### src/rtl/downlink_pkg.sv
// Shared types and timing constants for the Manchester downlink receiver.
// Parity framing is selected by DOWNLINK_RX_PARITY_EN (9-bit characters when defined).
package downlink_pkg;

  typedef enum logic [1:0] {IDLE, HUNT, DATA} state_t;

  localparam int HALF_BIT_DEF = 25;
  localparam logic [7:0] SYNC_WORD_DEF = 8'h7E;

  function automatic int edge_min_of(input int half_bit);
    return (3 * 2 * half_bit) / 4;
  endfunction

  function automatic int timeout_of(input int half_bit);
    return (5 * 2 * half_bit) / 4;
  endfunction

  localparam int EDGE_MIN = edge_min_of(HALF_BIT_DEF);
  localparam int TIMEOUT = timeout_of(HALF_BIT_DEF);
  localparam int CNT_W = $clog2(TIMEOUT + 1);

endpackage

### src/rtl/downlink_edge_detect.sv
// Two-flop synchronizer plus a registered copy of the level; rise/fall flag a change.
// Latency: 2 clocks from pin to level/rise/fall; no backpressure.
module downlink_edge_detect (
  input  logic clock,
  input  logic reset,
  input  logic din,
  output logic rise,
  output logic fall,
  output logic level
);

  logic sync1_q, sync1_d;
  logic sync2_q, sync2_d;
  logic prev_q, prev_d;

  always_comb begin
    sync1_d = din;
    sync2_d = sync1_q;
    prev_d  = sync2_q;
  end

  always_ff @(posedge clock) begin
    if (!reset) begin
      sync1_q <= 1'b0;
      sync2_q <= 1'b0;
      prev_q  <= 1'b0;
    end else begin
      sync1_q <= sync1_d;
      sync2_q <= sync2_d;
      prev_q  <= prev_d;
    end
  end

  assign rise  = sync2_q & ~prev_q;
  assign fall  = ~sync2_q & prev_q;
  assign level = sync2_q;

endmodule

### src/rtl/downlink_manchester_receiver.sv
// Manchester downlink receiver: edge-timed bit recovery, sync hunt, byte delivery (DOWNLINK_RX_PARITY_EN adds parity).
// Latency 3 clocks pin-to-data_valid; a byte completing while the previous one is unaccepted is dropped and flags overrun.
module downlink_manchester_receiver
  import downlink_pkg::*;
#(
  parameter int         HALF_BIT  = HALF_BIT_DEF,
  parameter logic [7:0] SYNC_WORD = SYNC_WORD_DEF
) (
  input  logic       clock,
  input  logic       reset,
  input  logic       downlink_in,
  output logic [7:0] data_out,
  output logic       data_valid,
  input  logic       data_ready,
  output logic       frame_start,
  output logic       frame_end,
  output logic       overrun,
  output logic       parity_error,
  output logic       busy
);

  localparam int TOUT = timeout_of(HALF_BIT);
  localparam int CW = $clog2(TOUT + 1);
  localparam logic [CW-1:0] EDGE_MIN_C   = CW'(edge_min_of(HALF_BIT));
  localparam logic [CW-1:0] TIMEOUT_C    = CW'(TOUT);
  localparam logic [CW-1:0] TIMEOUT_M1_C = CW'(TOUT - 1);

  logic rise, fall, level;

  downlink_edge_detect u_edge (
    .clock (clock),
    .reset (reset),
    .din   (downlink_in),
    .rise  (rise),
    .fall  (fall),
    .level (level)
  );

  state_t        state_q, state_d;
  logic [CW-1:0] cnt_q, cnt_d;
  logic [7:0]    shift_q, shift_d;
  logic [3:0]    bitcnt_q, bitcnt_d;
  logic [7:0]    data_out_q, data_out_d;
  logic          data_valid_q, data_valid_d;
  logic          frame_start_q, frame_start_d;
  logic          frame_end_q, frame_end_d;
  logic          overrun_q, overrun_d;
`ifdef DOWNLINK_RX_PARITY_EN
  logic          par_err_q, par_err_d;
`endif

  logic       edge_acc, timeout_hit, byte_done;
  logic [7:0] shift_in, new_byte;

  always_comb begin
    state_d       = state_q;
    cnt_d         = cnt_q;
    shift_d       = shift_q;
    bitcnt_d      = bitcnt_q;
    data_out_d    = data_out_q;
    data_valid_d  = data_valid_q;
    overrun_d     = overrun_q;
    frame_start_d = 1'b0;
    frame_end_d   = 1'b0;
    byte_done     = 1'b0;
    new_byte      = 8'h00;
`ifdef DOWNLINK_RX_PARITY_EN
    par_err_d     = par_err_q;
`endif
    shift_in = {shift_q[6:0], level};
    // Edges inside the window are bit-boundary transitions; an edge wins over a same-cycle timeout.
    edge_acc    = (rise | fall) && ((state_q == IDLE) || (cnt_q >= EDGE_MIN_C));
    timeout_hit = !edge_acc && (cnt_q >= TIMEOUT_M1_C);

    if (edge_acc) cnt_d = '0;
    else if (cnt_q != TIMEOUT_C) cnt_d = cnt_q + 1'b1;

    case (state_q)
      IDLE: begin
        if (edge_acc) begin
          shift_d = shift_in;
          state_d = HUNT;
        end
      end
      HUNT: begin
        if (edge_acc) begin
          shift_d = shift_in;
          if (shift_in == SYNC_WORD) begin
            frame_start_d = 1'b1;
            state_d       = DATA;
            overrun_d     = 1'b0;
            bitcnt_d      = '0;
`ifdef DOWNLINK_RX_PARITY_EN
            par_err_d     = 1'b0;
`endif
          end
        end else if (timeout_hit) begin
          state_d = IDLE;
          shift_d = '0;
        end
      end
      DATA: begin
        if (edge_acc) begin
`ifdef DOWNLINK_RX_PARITY_EN
          if (bitcnt_q == 4'd8) begin
            bitcnt_d  = '0;
            byte_done = 1'b1;
            new_byte  = shift_q;
            if ((^shift_q) != level) par_err_d = 1'b1;
          end else begin
            shift_d  = shift_in;
            bitcnt_d = bitcnt_q + 4'd1;
          end
`else
          shift_d = shift_in;
          if (bitcnt_q == 4'd7) begin
            bitcnt_d  = '0;
            byte_done = 1'b1;
            new_byte  = shift_in;
          end else begin
            bitcnt_d = bitcnt_q + 4'd1;
          end
`endif
        end else if (timeout_hit) begin
          frame_end_d = 1'b1;
          state_d     = IDLE;
          shift_d     = '0;
          bitcnt_d    = '0;
        end
      end
      default: state_d = IDLE;
    endcase

    if (data_valid_q && data_ready) data_valid_d = 1'b0;
    if (byte_done) begin
      if (!data_valid_q || data_ready) begin
        data_out_d   = new_byte;
        data_valid_d = 1'b1;
      end else begin
        overrun_d = 1'b1;
      end
    end
  end

  always_ff @(posedge clock) begin
    if (!reset) begin
      state_q       <= IDLE;
      cnt_q         <= '0;
      shift_q       <= '0;
      bitcnt_q      <= '0;
      data_out_q    <= '0;
      data_valid_q  <= 1'b0;
      frame_start_q <= 1'b0;
      frame_end_q   <= 1'b0;
      overrun_q     <= 1'b0;
`ifdef DOWNLINK_RX_PARITY_EN
      par_err_q     <= 1'b0;
`endif
    end else begin
      state_q       <= state_d;
      cnt_q         <= cnt_d;
      shift_q       <= shift_d;
      bitcnt_q      <= bitcnt_d;
      data_out_q    <= data_out_d;
      data_valid_q  <= data_valid_d;
      frame_start_q <= frame_start_d;
      frame_end_q   <= frame_end_d;
      overrun_q     <= overrun_d;
`ifdef DOWNLINK_RX_PARITY_EN
      par_err_q     <= par_err_d;
`endif
    end
  end

  assign data_out    = data_out_q;
  assign data_valid  = data_valid_q;
  assign frame_start = frame_start_q;
  assign frame_end   = frame_end_q;
  assign overrun     = overrun_q;
  assign busy        = (state_q != IDLE);
`ifdef DOWNLINK_RX_PARITY_EN
  assign parity_error = par_err_q;
`else
  assign parity_error = 1'b0;
`endif

endmodule

### config.mk
export PLATFORM = sky130hd
export DESIGN_NAME = downlink_manchester_receiver
export DESIGN_NICKNAME = d
export VERILOG_FILES = /design/src/rtl/downlink_pkg.sv /design/src/rtl/downlink_edge_detect.sv /design/src/rtl/downlink_manchester_receiver.sv
export SDC_FILE = /design/constraint.sdc
export NUM_CORES = 1
export LEC_CHECK = 0
export ABC_AREA = 1
export BUFFER_PORTS_ARGS = -buffer_cell sky130_fd_sc_hd__buf_4
export CAP_MARGIN = 20
export CORE_MARGIN = 2
export CORE_UTILIZATION = 52
export DETAILED_ROUTE_END_ITERATION = 10
export GPL_TIMING_DRIVEN = 0
export HOLD_SLACK_MARGIN = 0.12
export PLACE_DENSITY = 0.84
export SLEW_MARGIN = 0
export SYNTH_ARGS = -nofsm -noshare
export SYNTH_HDL_FRONTEND = slang
export SYNTH_SLANG_ARGS = --single-unit
### constraint.sdc
create_clock -name clock -period 1.45 [get_ports clock]
set_clock_uncertainty 0.05 [all_clocks]
set_input_delay 0.0725 -clock clock [delete_from_list [all_inputs] [get_ports clock]]
set_output_delay 0.0725 -clock clock [all_outputs]
set_load 0.03 [all_outputs]
# After elaboration in Yosys (flattened, before gate mapping)
# Index checks and enable logic that the tools add are counted.
# totals
register_bits	34
inputBits	4
out_inout_bits	14
wordCells	86
# op_classes
add_sub_neg	2
order_cmp	2
n_eq_ne	12
muxes	32
bitwise_logic	7
n_reduce_logical	19
# op_table
op	count
8-bit two-way mux	3
7-bit two-way mux	3
4-bit two-way mux	5
7-bit one-hot mux with 2 select lines	1
1-bit two-way mux	13
6-bit >= comparator (second input constant)	2
2-bit two-way mux	5
3-bit AND reduction	3
8-bit by 7-bit equality test with 1-bit output (second input constant)	1
2-bit inequality test (second input constant)	4
4-bit one-hot mux with 2 select lines	1
6-bit by 1-bit adder with 6-bit output (second input constant)	1
3-bit inequality test (second input constant)	2
6-bit inequality test (second input constant)	1
2-bit one-hot mux with 3 select lines	1
2-bit nonzero test	3
4-bit by 1-bit adder with 4-bit output (second input constant)	1
4-bit by 3-bit equality test with 1-bit output (second input constant)	1
1-bit inverter	4
4-bit AND reduction	1
2-bit OR reduction	2
1-bit logical AND	3
3-bit by 1-bit inequality test with 1-bit output (second input constant)	1
3-bit OR reduction	1
8 further kinds	11

# Longest topological paths before layout
# Gate-level depths: netlist (run 1).
# depth
word_depth	9
depth_mapped	13
ltp_nobuf	13

# Cells and area by module
# A second synthesis (run 1) with hierarchy kept.
# unflattened
hier_cells	233
hier_area_um2	1686.6
# by_module_without_submodules
mod	instances	cells_per_inst	area_per_inst_um2	seq_area_each_um2
downlink_manchester_receiver	1	220	1586.5	620.6
downlink_edge_detect	1	13	100.1	60.1

# Least setup slack after synthesis (run 1)
# No wires, ideal clock.
# synth_timing
kind	flip-flop to flip-flop
start	register state_q[0]
end	register shift_q[2]
setup_time_ns	0.069
t_arrival_ns	1.557
required_time_ns	1.331
slack_ns	-0.226
path_stages_with_launch	13
n_path_buf	1
synth_period_minus_slack_ns	1.676
path_cell_list	dfxtp_1 -> inv_1 -> ha_1 -> inv_2 -> nand2_2 -> inv_2 -> nor2_8 -> nand2_2 -> nand3_2 -> nand2_2 -> buf_4 -> nand3_1 -> o21ai_1
# synth_via
elab_chain_cells	7
word_cells_on_any_way	14
cone_classes	4 x eq/ne; 2 x mux; 8 x reduce/logical
# synth_rtl
item	line	rtl
start, declared	downlink_manchester_receiver.sv:39	state_t state_q, state_d;
start signal, assigned	downlink_manchester_receiver.sv:160	state_q <= state_d;
2-bit logical NOT	downlink_manchester_receiver.sv:72, downlink_manchester_receiver.sv:78	
1-bit logical OR	downlink_manchester_receiver.sv:72	edge_acc = (rise | fall) && ((state_q == IDLE) || (cnt_q >= EDGE_MIN_C));
1-bit logical AND	downlink_manchester_receiver.sv:72	
1-bit logical NOT	downlink_manchester_receiver.sv:73	timeout_hit = !edge_acc && (cnt_q >= TIMEOUT_M1_C);
1-bit logical AND	downlink_manchester_receiver.sv:73	
3-bit by 1-bit inequality test with 1-bit output (no line)	--	
3-bit AND reduction (no line)	--	
end signal, assigned	downlink_manchester_receiver.sv:162	shift_q <= shift_d;
end, declared	downlink_manchester_receiver.sv:41	logic [7:0] shift_q, shift_d;
# Parallel ways exist; a longest one is shown, timed or not.
# A chain may end at the register's enable or synchronous reset.

# Worst setup path in the final report (run 1)
# layout_timing
start	register u_edge.sync2_q, in the netlist u_edge.level
end	register data_out_q[6], in the netlist data_out[6]
# layout_via
elab_chain_cells	7
word_cells_on_any_way	10
cone_classes	4 x mux; 4 x bitwise; 2 x reduce/logical
# layout_rtl
item	line	rtl
start, declared	downlink_edge_detect.sv:13	logic sync2_q, sync2_d;
start signal, assigned	downlink_edge_detect.sv:29	sync2_q <= sync2_d;
1-bit inverter	downlink_edge_detect.sv:35	assign fall = ~sync2_q & prev_q;
1-bit bitwise AND	downlink_edge_detect.sv:35	
1-bit bitwise OR (*)	downlink_manchester_receiver.sv:72	
1-bit logical AND (*)	downlink_manchester_receiver.sv:72	
1-bit two-way mux	downlink_manchester_receiver.sv:103	if (edge_acc) begin
1-bit two-way mux	downlink_manchester_receiver.sv:78	case (state_q)
2-bit AND reduction (no line)	--	
end signal, assigned	downlink_manchester_receiver.sv:164	data_out_q <= data_out_d;
end, declared	downlink_manchester_receiver.sv:43	logic [7:0] data_out_q, data_out_d;
# Every way passes the cells marked *; elsewhere a longest branch is shown, timed or not.

==> results of run 1 <==
-- layer usage --
layer  vias up  track usage (%)  wire (um)
met5         -                0          0
met1       817             25.2       1820
met4         0             10.3        138
met3        15             6.21        216
li1        862                -          -
met2        55             36.5       2160
-- layout by cell type (no fill, tap or decap), types with 2 or more instances in the layout --
master,netlist,layout
sky130_fd_sc_hd__o21ai_0,7,3
sky130_fd_sc_hd__clkbuf_1,2,2
sky130_fd_sc_hd__a21oi_2,1,6
sky130_fd_sc_hd__dfxtp_1,34,29
sky130_fd_sc_hd__clkinvlp_4,0,2
sky130_fd_sc_hd__o21ai_2,0,6
sky130_fd_sc_hd__nor2_4,1,2
sky130_fd_sc_hd__nor2_1,35,31
sky130_fd_sc_hd__nand3_4,1,6
sky130_fd_sc_hd__dfxtp_4,0,2
sky130_fd_sc_hd__nand2_4,2,7
sky130_fd_sc_hd__nor2_2,0,3
sky130_fd_sc_hd__buf_6,0,5
sky130_fd_sc_hd__nand3_2,2,6
sky130_fd_sc_hd__ha_1,9,4
sky130_fd_sc_hd__nand2_2,5,6
sky130_fd_sc_hd__a21oi_1,15,10
sky130_fd_sc_hd__inv_2,4,7
sky130_fd_sc_hd__nand2_1,49,44
sky130_fd_sc_hd__dfxtp_2,0,3
sky130_fd_sc_hd__nand3_1,22,13
sky130_fd_sc_hd__ha_2,0,4
sky130_fd_sc_hd__inv_4,0,3
sky130_fd_sc_hd__inv_1,30,23
sky130_fd_sc_hd__o21ai_1,12,10
sky130_fd_sc_hd__clkbuf_4,0,5
sky130_fd_sc_hd__dlygate4sd3_1,0,4
sky130_fd_sc_hd__nor3_1,4,3
sky130_fd_sc_hd__buf_4,2,27
-- state kept, by name, summed over array words and instances (netlist names) --
name	count
data_valid	1
cnt_q	6
shift_q	7
frame_start	1
u_edge.prev_q	1
frame_end	1
state_q	2
data_out	8
u_edge.level	1
u_edge.sync1_q	1
overrun	1
bitcnt_q	4
-- synth_stat cells, types with 2 or more instances --
master,number,area [sq um]
sky130_fd_sc_hd__nor2_1,35,131
sky130_fd_sc_hd__nand2_1,49,184
sky130_fd_sc_hd__nand2_2,5,31.3
sky130_fd_sc_hd__nor3_1,4,20.0
sky130_fd_sc_hd__nand3_2,2,20.0
sky130_fd_sc_hd__clkbuf_1,2,7.51
sky130_fd_sc_hd__a21oi_1,15,75.1
sky130_fd_sc_hd__buf_4,2,15.0
sky130_fd_sc_hd__dfxtp_1,34,681
sky130_fd_sc_hd__inv_2,4,15.0
sky130_fd_sc_hd__inv_1,30,113
sky130_fd_sc_hd__o21ai_0,7,35.0
sky130_fd_sc_hd__ha_1,9,113
sky130_fd_sc_hd__nand2_4,2,22.5
sky130_fd_sc_hd__o21ai_1,12,60.1
sky130_fd_sc_hd__nand3_1,22,110
-- cell families (layout without fill, tap and decap cells) --
kind of cell	Yosys count	after routing	share of synthesized area, %
AND/OR/NAND/NOR	124	125	33.6
buffers and inverters	40	82	9.42
AO/OA/AOI/OAI	36	36	10.6
flip-flops	34	34	39.1
adder cells (fa/ha/maj)	9	9	6.47
other	1	1	0.216
XOR/XNOR	1	1	0.504
-- power by group --
| group | internal, mW | total, mW | leakage [nW] | switching [mW] |
|---|---|---|---|---|
| registers | 0.965 | 1.00 | 0.278 | 0.0341 |
| logic | 0.238 | 0.569 | 0.686 | 0.331 |
| clock network | 0.362 | 0.711 | 0.0374 | 0.349 |
| total | 1.56 | 2.28 | 1.00 | 0.715 |
-- through the flow --
step / area (sq um) / setup WS (ps) / util [%]
6_report: 2400 / -270 / 76.8
5_1_grt: 2400 / -378 / 76.8
3_5_place_dp: 1950 / -184 / 62.2
3_3_place_gp: 1950 / -158 / 62.2
4_1_cts: 2280 / -140 / 72.9
2_1_floorplan: 1780 / -45.9 / -
-- repair_timing --
| action | in CTS | in global routing |
|---|---|---|
| pin swaps | 10 | 10 |
| buffers inserted | 11 | 4 |
| endpoints found under the setup margin | 28 | 31 |
| cloned | 2 | 0 |
| endpoints found under the hold margin | 9 | 0 |
| gates resized for setup | 32 | 28 |
| hold buffers | 4 | 0 |
-- critical path, stage by stage, from the launching register on --
cell and delay [ps]:
sky130_fd_sc_hd__dfxtp_1 490, sky130_fd_sc_hd__inv_2 90, sky130_fd_sc_hd__nand2_2 120, sky130_fd_sc_hd__nand2_4 80, sky130_fd_sc_hd__nor2_8 170, sky130_fd_sc_hd__nand3_4 110
sky130_fd_sc_hd__nor2_4 190, sky130_fd_sc_hd__nand2_4 120, sky130_fd_sc_hd__o21ai_2 160, sky130_fd_sc_hd__nor2_1 50
-- worst max path at each step --
| stage | start | end | slack (ps) | cells past startpoint |
|---|---|---|---|---|
| 2_1_floorplan | state_q[1] | data_out[0] | -50 | 11 |
| 3_3_place_gp | cnt_q[0] | data_out[5] | -160 | 10 |
| 3_5_place_dp | cnt_q[0] | bitcnt_q[0] | -180 | 11 |
| 4_1_cts | state_q[0] | overrun | -140 | 11 |
| 5_1_grt | u_edge.level | data_out[6] | -380 | 9 |
| 6_report | u_edge.level | data_out[6] | -270 | 9 |
-- final cells by class --
class	instances	area share, %
clock buffer	5	1.56
buffer	5	1.30
clock inverter	3	1.88
timing repair buffer	34	11.7
inverter	35	6.20
multi-input combinational	172	46.3
tap	44	2.29
sequential	34	28.8
==> results.env, run 1 <==
SYNTH_AREA_SQ_MM=0.00174
SYNTH_WARNINGS=0
SYNTH_CELL_TYPES=27
REMAINING_DRC_ERRORS=0
RUN_STATUS='finished with violations'
TIMING.MAX_SLEW.REL_SLACK_PCT=63.1
DIE_Y_UM=61.8
MAX_FREQ_MHz=581
FINAL_LAYOUT_SIZE_SUFFIX_GT1_SHARE_PCT=37.8
SETUP.WORST_PATH.END_CLASS='register'
WORST_PATH_MAX_FANOUT=5
FINALSETUPTNS_PS=-5100
PLACEABLECOREAREA_SQ_MM=0.00313
CTS_BUFFERS=5
REPORT.POWER.TOTAL_mW=2.28
TIMING.FINAL.CRIT_SHARE_PCT=119
DRTITER0DRC=128
WORST-SLEW-PIN-TRANSITION_PS=554
REGISTER_AREA_SQ_UM=692
CAP_VIOLATIONS=0
MIN-DELAY-START='reset'
R2R_CELLS=9
PORT_BUFFERS=15
FLOORPLAN.INITIALDENSITY_PCT=55.6
LEAKAGEPOWER_nW=1.00
AREA_ENCLOSED_BY_THE_DIE_BOUNDARY_SQ_MM=0.00382
POST-ROUTE-MIN-PERIOD_PS=1720
HOLD-WORST-SLACK_PS=150
FAILED_CHECKS='setup timing'
ROUTED_VIA_DENSITY=5.27
HALF_PERIMETER_WIRE_LENGTH_OF_THE_DETAILED_PLACEMENT_RESULT_MM=2.33
RRSETUPSLACK_PS=-270
ROUTE.FINAL.WIRE_LENGTH_MM=4.34
SEQ_AREA_FRAC_SYNTH_PCT=39.1
FIRST_GLOBAL_VIAS=1445
ASYNCSETRESETFLOPFRACSYNTH_PCT=0
LAYOUT.CELLS.NON_FILLER=332
CHIPWIDTH_UM=61.8
HOLD_PATH_CLASS='input pin to register'
FLOW.AREA_GROWTH_FROM_SYNTHESIS_PCT=38.1
SLEW_VIOLATIONS=0
CLOCK-ROOT-BUFFER='sky130_fd_sc_hd__clkbuf_4'
CRITPATHKIND='register to register'
HTREEDEPTH=2
GRT_PASS1_WL_MM=5.98
CP_DATA_ARRIVAL_TIME_PS=1930
POSTROUTEANTENNANETS=0
N_FILL_CELL=207
WORSTREG2REGSTART='u_edge.level'
WORST_SETUP_PATH_START_KIND='register'
TIMING.CRITICAL_PATH.REQUIRED_PS=1660
RSZ0062_AT_GRT='true'
GRT_START_MAX_NET_PINS=13
CLK-INSERTION-DELAY-LATE_PS=350
FINALSETUPVIOLATIONS=29
CLK_SLEW_ON_WORST_S_H_PATHS_PS=120
POWER-PER-CELL-AREA_mW_PER_MM2=949
DRT_FIRST_PASS_ITERS=7
YS_FF_LATCH=34
MULTI_INPUT_COMB_AREA_SQ_MM=0.00111
NUMBER_OF_STAGES_ON_THE_WORST_HOLD_PATH=3
CTS.SINK_COUNT=34
FINALHOLDVIOLCOUNT=0
ROWS=20
VIAS=1749
GRT.TOTAL_USAGE_PCT=21.6
RR_ENDPOINT='data_out[6]'
INITIAL_ANTENNA_VIOLATION_COUNT=0
TOP_LEVEL_PORTS=18
SYNTH_NETS=258
VDD.IR_DROP.WORST_V=0.000584
CTS_MAX_PATH_BUFFERS=2
SYNTH-EDFF-COUNT=0
N_ANTENNA_CELL=0
FINAL_CRITICAL_PATH_SETUP_SLACK_PS=-270
SYN-INSTANCE-COUNT=245
FINAL_WTD_CONGESTION=0.897
GRT_REMAINING_OVERFLOW=0
DESIGN.FINAL.NETS=300
SYN_AVG_CELL_AREA_SQ_UM=7.10
YOSYS_MOST_USED_DFF='sky130_fd_sc_hd__dfxtp_1'
TRITONCTS='yes'
PLACE_INST=304
ROUTE.DETAILED.WL_PER_INST_UM=13.1
TIMING.HOLD.WORST_ENDPOINT='bitcnt_q[0]'
Note: power is estimated with default switching activity, not from simulation.
==> run 2, diff against run 1 <==
--- a/config.mk
+++ b/config.mk
@@ -10,10 +10,13 @@
 export CAP_MARGIN = 20
 export CORE_MARGIN = 2
 export CORE_UTILIZATION = 52
+export CTS_CLUSTER_SIZE = 24
 export DETAILED_ROUTE_END_ITERATION = 10
 export GPL_TIMING_DRIVEN = 0
 export HOLD_SLACK_MARGIN = 0.12
 export PLACE_DENSITY = 0.84
+export SETUP_SLACK_MARGIN = 0.3
+export SKIP_LAST_GASP = 1
 export SLEW_MARGIN = 0
 export SYNTH_ARGS = -nofsm -noshare
 export SYNTH_HDL_FRONTEND = slang
==> run 2 against run 1 <==
Net effect: critical path depth is 2 higher; the run ends with hold timing, setup timing left; setup slack better by 63 ps; power is 6.4% lower; die area stayed put; final cell count is 0.60% higher; global-route usage is 0.80 points higher; combinational power is 1% higher; sequential power hardly changed; register-to-register slack better by 60 ps; utilization is 0.40 points higher; clock power is 21% lower; first-iteration DRC count is 10% lower.
==> results.env, run 2 (same netlist as run 1, synthesis figures left out) <==
WORST_PATH_MAX_FANOUT=4  # -1
RUN_STATUS='finished with violations'
FINAL_WTD_CONGESTION=0.911  # +1.5%
CHIPWIDTH_UM=61.8  # unchanged
CTS_MAX_PATH_BUFFERS=2  # unchanged
ROUTE.DETAILED.WL_PER_INST_UM=12.5  # -4.1%
PLACEMENT.CELL_AREA_SQ_MM=0.00195  # unchanged
FINAL_LAYOUT_SIZE_SUFFIX_GT1_SHARE_PCT=38.3  # +0.43 points
CRITPATHKIND='register to register'
REPORT.POWER.TOTAL_mW=2.13  # -6.4%
FLOW.AREA_GROWTH_FROM_SYNTHESIS_PCT=38.8
HOLD_PATH_CLASS='input pin to register'
ROWS=20  # unchanged
WORST_SETUP_PATH_START_KIND='register'
REGISTER_AREA_SQ_UM=692  # unchanged
GRT.TOTAL_USAGE_PCT=22.4  # +0.80 points
LARGEST_REG_FLOPS=8  # unchanged
CTS.SINK_COUNT=34  # unchanged
FINALSETUPVIOLATIONS=24  # -17%
FINALHOLDVIOLCOUNT=2  # +2
CLK-INSERTION-DELAY-LATE_PS=340  # about the same
CAP_VIOLATIONS=0  # unchanged
DIE_Y_UM=61.8  # unchanged
PLACEABLECOREAREA_SQ_MM=0.00313  # unchanged
ROUTE.FINAL.WIRE_LENGTH_MM=4.18  # -3.6%
CLK_SLEW_ON_WORST_S_H_PATHS_PS=100  # -20 ps
MAX_FREQ_MHz=603  # +3.8%
TOP_LEVEL_PORTS=18  # unchanged
GRT_START_MAX_NET_PINS=12  # -1
SETUP.WORST_PATH.END_CLASS='register'
CP_DATA_ARRIVAL_TIME_PS=1880  # -50 ps
TIMING.CRITICAL_PATH.REQUIRED_PS=1680  # +20 ps
HTREEDEPTH=2  # unchanged
AREA_ENCLOSED_BY_THE_DIE_BOUNDARY_SQ_MM=0.00382  # unchanged
INITIAL_ANTENNA_VIOLATION_COUNT=0  # unchanged
SLEW_VIOLATIONS=0  # unchanged
PORT_BUFFERS=15  # unchanged
FLOORPLAN.INITIALDENSITY_PCT=55.6  # unchanged
FIRST_GLOBAL_VIAS=1499  # +3.7%
POSTROUTEANTENNANETS=0  # unchanged
TRITONCTS='yes'
FINALSETUPTNS_PS=-3430  # +1670 ps
POWER-PER-CELL-AREA_mW_PER_MM2=884  # -6.9%
HOLD-WORST-SLACK_PS=-28.1  # -178 ps
CTS_BUFFERS=5  # unchanged
REMAINING_DRC_ERRORS=0  # unchanged
GRT_PASS1_WL_MM=6.20  # +3.8%
RSZ0062_AT_GRT='true'
N_ANTENNA_CELL=0  # unchanged
VIAS=1728  # -1.2%
DESIGN.FINAL.NETS=302  # +0.67%
FINAL_CRITICAL_PATH_SETUP_SLACK_PS=-208  # +62.7 ps
FAILED_CHECKS='hold timing, setup timing'
HALF_PERIMETER_WIRE_LENGTH_OF_THE_DETAILED_PLACEMENT_RESULT_MM=2.44  # +4.4%
LAYOUT.CELL_AREA.NON_FILLER_SQ_MM=0.00241  # +0.52%
DRTITER0DRC=115  # -10%
ROUTED_VIA_DENSITY=5.17  # -1.8%
LEAKAGEPOWER_nW=1.01  # +1.2%
MOSTFREQUENTLAYOUTCELL='sky130_fd_sc_hd__nand2_1'
MULTI_INPUT_COMB_AREA_SQ_MM=0.00112  # +1.2%
POST-ROUTE-MIN-PERIOD_PS=1660  # -62.7 ps
DRT_FIRST_PASS_ITERS=4  # -3
TIMING.MAX_SLEW.REL_SLACK_PCT=60.0  # -3.1 points
TIMING.FINAL.CRIT_SHARE_PCT=114  # -4.3 points
WORST-SLEW-PIN-TRANSITION_PS=600  # +46.0 ps
VDD.IR_DROP.WORST_V=0.000635  # +8.8%
LAYOUT.CELLS.MOST_COMMON_LIST='sky130_fd_sc_hd__nand2_1 (44), sky130_fd_sc_hd__nor2_1 (34), sky130_fd_sc_hd__buf_4 (29), sky130_fd_sc_hd__dfxtp_1 (29), sky130_fd_sc_hd__inv_1 (24)'
CTS-HOLD-FIX-BUFFERS=4  # unchanged
CLOCK-ROOT-BUFFER='sky130_fd_sc_hd__clkbuf_4'
N_FILL_CELL=219  # +5.8%
GRT_REMAINING_OVERFLOW=0  # unchanged
FINAL_CORE_UTILIZATION_PCT=77.2  # +0.40 points
-- run 2: critical path, cell delays in order (launching register included) --
cell and delay, ps:
sky130_fd_sc_hd__dfxtp_4 370, sky130_fd_sc_hd__inv_4 70, sky130_fd_sc_hd__ha_4 170, sky130_fd_sc_hd__inv_6 40, sky130_fd_sc_hd__nand2_4 60, sky130_fd_sc_hd__inv_4 40
sky130_fd_sc_hd__nor2_8 140, sky130_fd_sc_hd__nand3_4 100, sky130_fd_sc_hd__buf_4 160, sky130_fd_sc_hd__nor3_2 150, sky130_fd_sc_hd__nand2_1 110, sky130_fd_sc_hd__a21oi_2 110
-- run 2: layout make-up --
cell class	count	area share, %
buffer	5	1.30
multi-input combinational	172	46.6
inverter	35	6.27
tap	44	2.28
timing repair buffer	36	12.2
sequential	34	28.7
clock inverter	2	0.518
clock buffer	6	2.13
-- run 2: power by group --
part	leakage [nW]	internal [mW]	switching (mW)
Clock	0.0343	0.233	0.328
Sequential	0.278	0.965	0.0314
Combinational	0.701	0.248	0.327
Total	1.01	1.45	0.687
-- run 2: stage by stage --
stage / setup WS, ps / instances
after global routing: -280 / 334
after CTS: -131 / 327
after floorplan: -45.7 / 245
final: -208 / 334
after detailed placement: -186 / 304
after global placement: -159 / 304
-- run 2: path summary, 6_finish.rpt --
path | start | end | slack [ps] | cells past startpoint
max | state_q[0] | bitcnt_q[0] | -210 | 11
min | data_ready | overrun | -30 | 4
max reg2reg | state_q[0] | bitcnt_q[0] | -210 | 11
min reg2reg | u_edge.sync1_q | u_edge.level | 370 | 2
-- run 2: what timing repair did --
item | CTS | global route
gates resized for setup | 38 | 24
endpoints found under the setup margin | 32 | 32
endpoints found under the hold margin | 5 | 2
pin swaps | 19 | 5
gates cloned | 2 | 0
setup buffers | 9 | 7
-- run 2: layer usage --
| metal | GRT usage, % | vias up | part of all wire, % |
|---|---|---|---|
| met5 | 0 | - | 0 |
| met4 | 8.81 | 0 | 3.2 |
| met3 | 7.66 | 13 | 5.5 |
| met2 | 40.5 | 51 | 51 |
| met1 | 24.0 | 800 | 40 |
| li1 | - | 864 | - |
==> run 3, diff against run 2 <==
--- a/config.mk
+++ b/config.mk
@@ -14,7 +14,7 @@
 export DETAILED_ROUTE_END_ITERATION = 10
 export GPL_TIMING_DRIVEN = 0
 export HOLD_SLACK_MARGIN = 0.12
-export PLACE_DENSITY = 0.84
+export PLACE_DENSITY_LB_ADDON = 0.15
 export SETUP_SLACK_MARGIN = 0.3
 export SKIP_LAST_GASP = 1
 export SLEW_MARGIN = 0
==> run 3 against run 2 <==
Net effect: the flow still finishes with violations (hold timing, setup timing); final cell count fell by 1.8%; via count fell by 3.7%; highest routed layer unchanged; sequential power barely moved; setup slack got worse by 29 ps; largest cell class unchanged; hold slack got worse by 19 ps; sequential cell count did not move; global-route usage barely moved; non-clock buffer count fell by 6; power rose by 14%; count of clock-buffer cells in the layout fell by 1; routed wire length fell by 4.0%.
==> results.env, run 3 (same netlist as run 1, synthesis figures left out) <==
MAX_FREQ_MHz=593  # -1.7%
DRTITER0DRC=146  # +27%
DESIGN.FINAL.NETS=296  # -2.0%
SLEW_VIOLATIONS=0  # unchanged
FLOW.AREA_GROWTH_FROM_SYNTHESIS_PCT=35.4
FINAL_LAYOUT_SIZE_SUFFIX_GT1_SHARE_PCT=35.9  # -2.4 points
GRT.TOTAL_USAGE_PCT=22.5  # +0.033 points
PLACEMENT.CELL_AREA_SQ_MM=0.00195  # unchanged
PLACE_INST=304  # unchanged
CAP_VIOLATIONS=0  # unchanged
FINAL_CRITICAL_PATH_SETUP_SLACK_PS=-236  # -28.6 ps
ROUTE.FINAL.WIRE_LENGTH_MM=4.01  # -4.0%
RRSETUPSLACK_PS=-240  # -30 ps
LAYOUT.CELLS.MOST_COMMON_LIST='sky130_fd_sc_hd__nand2_1 (45), sky130_fd_sc_hd__nor2_1 (32), sky130_fd_sc_hd__dfxtp_1 (30)'
WORST_PATH_MAX_FANOUT=4  # unchanged
GRT_PASS1_WL_MM=6.30  # +1.5%
TIMING.CRITICAL_PATH.REQUIRED_PS=1670  # about the same
MOSTFREQUENTLAYOUTCELL='sky130_fd_sc_hd__nand2_1'
DRT_FIRST_PASS_ITERS=4  # unchanged
FAILED_CHECKS='hold timing, setup timing'
CTS-HOLD-FIX-BUFFERS=1  # -3
GRT_REMAINING_OVERFLOW=0  # unchanged
GRT_START_MAX_NET_PINS=13  # +1
N_ANTENNA_CELL=0  # unchanged
POST-ROUTE-MIN-PERIOD_PS=1690  # +28.6 ps
CTS_BUFFERS=5  # unchanged
FINAL_WTD_CONGESTION=0.828  # -9.1%
LARGEST_REG_FLOPS=8  # unchanged
HALF_PERIMETER_WIRE_LENGTH_OF_THE_DETAILED_PLACEMENT_RESULT_MM=2.40  # -1.6%
CRITPATHKIND='register to register'
FINALHOLDVIOLCOUNT=2  # unchanged
LAYOUT.CELLS.NON_FILLER=328  # -1.8%
REMAINING_DRC_ERRORS=0  # unchanged
VDD.IR_DROP.WORST_V=0.000607  # -4.5%
WORST_SETUP_PATH_START_KIND='register'
TOP_LEVEL_PORTS=18  # unchanged
CTS.SINK_COUNT=34  # unchanged
INITIAL_ANTENNA_VIOLATION_COUNT=0  # unchanged
ROUTED_VIA_DENSITY=5.07  # -1.9%
TRITONCTS='yes'
CLK_SLEW_ON_WORST_S_H_PATHS_PS=120  # +20 ps
N_FILL_CELL=231  # +5.5%
AREA_ENCLOSED_BY_THE_DIE_BOUNDARY_SQ_MM=0.00382  # unchanged
REGISTER_AREA_SQ_UM=691  # -0.18%
ROUTE.DETAILED.WL_PER_INST_UM=12.2  # -2.3%
CP_DATA_ARRIVAL_TIME_PS=1900  # +20 ps
RSZ0062_AT_GRT='true'
PLACEABLECOREAREA_SQ_MM=0.00313  # unchanged
HOLD-WORST-SLACK_PS=-47.0  # -18.9 ps
HOLD_PATH_CLASS='input pin to register'
FIRST_GLOBAL_VIAS=1501  # +0.13%
MULTI_INPUT_COMB_AREA_SQ_MM=0.00109  # -3.3%
DIE_Y_UM=61.8  # unchanged
POWER-PER-CELL-AREA_mW_PER_MM2=1040  # +17%
TIMING.FINAL.CRIT_SHARE_PCT=116  # +2.0 points
VIAS=1664  # -3.7%
PORT_BUFFERS=15  # unchanged
SETUP.WORST_PATH.END_CLASS='register'
POSTROUTEANTENNANETS=0  # unchanged
LAYOUT.CELL_AREA.NON_FILLER_SQ_MM=0.00235  # -2.4%
CHIPWIDTH_UM=61.8  # unchanged
CLK-INSERTION-DELAY-LATE_PS=360  # +20 ps
FLOORPLAN.INITIALDENSITY_PCT=55.6  # unchanged
CLOCK-ROOT-BUFFER='sky130_fd_sc_hd__clkbuf_4'
ROWS=20  # unchanged
FINALSETUPVIOLATIONS=29  # +21%
HTREEDEPTH=2  # unchanged
CTS_MAX_PATH_BUFFERS=2  # unchanged
RUN_STATUS='finished with violations'
LEAKAGEPOWER_nW=1.01  # -0.43%
## run 3: cell types whose count changed in the layout (fill, tap and decap cells not counted), moves of 2 or more
cell,before,now
sky130_fd_sc_hd__inv_4,4,2
sky130_fd_sc_hd__nor2_1,34,32
sky130_fd_sc_hd__dlygate4sd3_1,4,1
sky130_fd_sc_hd__buf_6,5,3
sky130_fd_sc_hd__a21oi_1,7,10
sky130_fd_sc_hd__bufinv_16,0,2
sky130_fd_sc_hd__nor2_2,0,2
sky130_fd_sc_hd__inv_1,24,26
sky130_fd_sc_hd__a21oi_2,9,6
## run 3: path summary, 6_finish.rpt
path / to / start / cells after the start
worst max-delay path: data_out[2] / state_q[0] / 12
worst min-delay path: overrun / data_ready / 4
worst max register to register: data_out[2] / state_q[0] / 12
worst min register to register: u_edge.level / u_edge.sync1_q / 2
## run 3: layout make-up
class	instances	share of cell area [%]
multi-input combinational	172	46.2
sequential	34	29.3
timing repair buffer	30	9.99
inverter	35	6.32
clock inverter	3	2.92
tap	44	2.34
clock buffer	5	1.59
buffer	5	1.33
## run 3: report_power, final
| group | internal [mW] | total, mW | switching [mW] |
|---|---|---|---|
| clock | 0.539 | 0.896 | 0.357 |
| combinational | 0.228 | 0.547 | 0.318 |
| sequential | 0.965 | 0.999 | 0.0331 |
| total | 1.73 | 2.44 | 0.708 |
## run 3: per-stage QoR
stage	power (mW)	setup WS (ps)	hold slack [ps]	TNS (ps)	util [%]
after floorplan	1.30	-45.7	120	-533	-
after global placement	1.37	-195	204	-3280	62.2
after detailed placement	1.37	-215	208	-3720	62.2
after CTS	2.32	-137	-44.0	-2650	70.2
after global routing	2.54	-311	-39.5	-7020	75.3
final	2.44	-236	-47.0	-4300	75.3
## run 3: layer usage
| metal | share of wire (%) | vias up | global-route usage, % |
|---|---|---|---|
| met1 | 44 | 750 | 29.4 |
| met2 | 49 | 52 | 33.8 |
| met5 | 0 | - | 0 |
| li1 | - | 850 | - |
| met3 | 5.2 | 12 | 7.45 |
| met4 | 1.8 | 0 | 9.73 |
## run 3: critical path, cell delays in order (launching register included)
cell and delay, ps:
sky130_fd_sc_hd__dfxtp_4 380, sky130_fd_sc_hd__inv_4 60, sky130_fd_sc_hd__ha_4 190, sky130_fd_sc_hd__inv_6 40, sky130_fd_sc_hd__nand2_4 60, sky130_fd_sc_hd__inv_4 50, sky130_fd_sc_hd__nor2_8 120, sky130_fd_sc_hd__nand3_4 100
sky130_fd_sc_hd__nor2_4 170, sky130_fd_sc_hd__buf_4 150, sky130_fd_sc_hd__nand2_4 60, sky130_fd_sc_hd__o21ai_1 130, sky130_fd_sc_hd__nor2_1 60
## run 3: repair_timing
item	in CTS	in global routing
endpoints found under the hold margin	9	2
setup endpoints to repair	32	32
buffers inserted	9	4
resized for setup	17	32
gates cloned	1	1
pin swaps	24	8
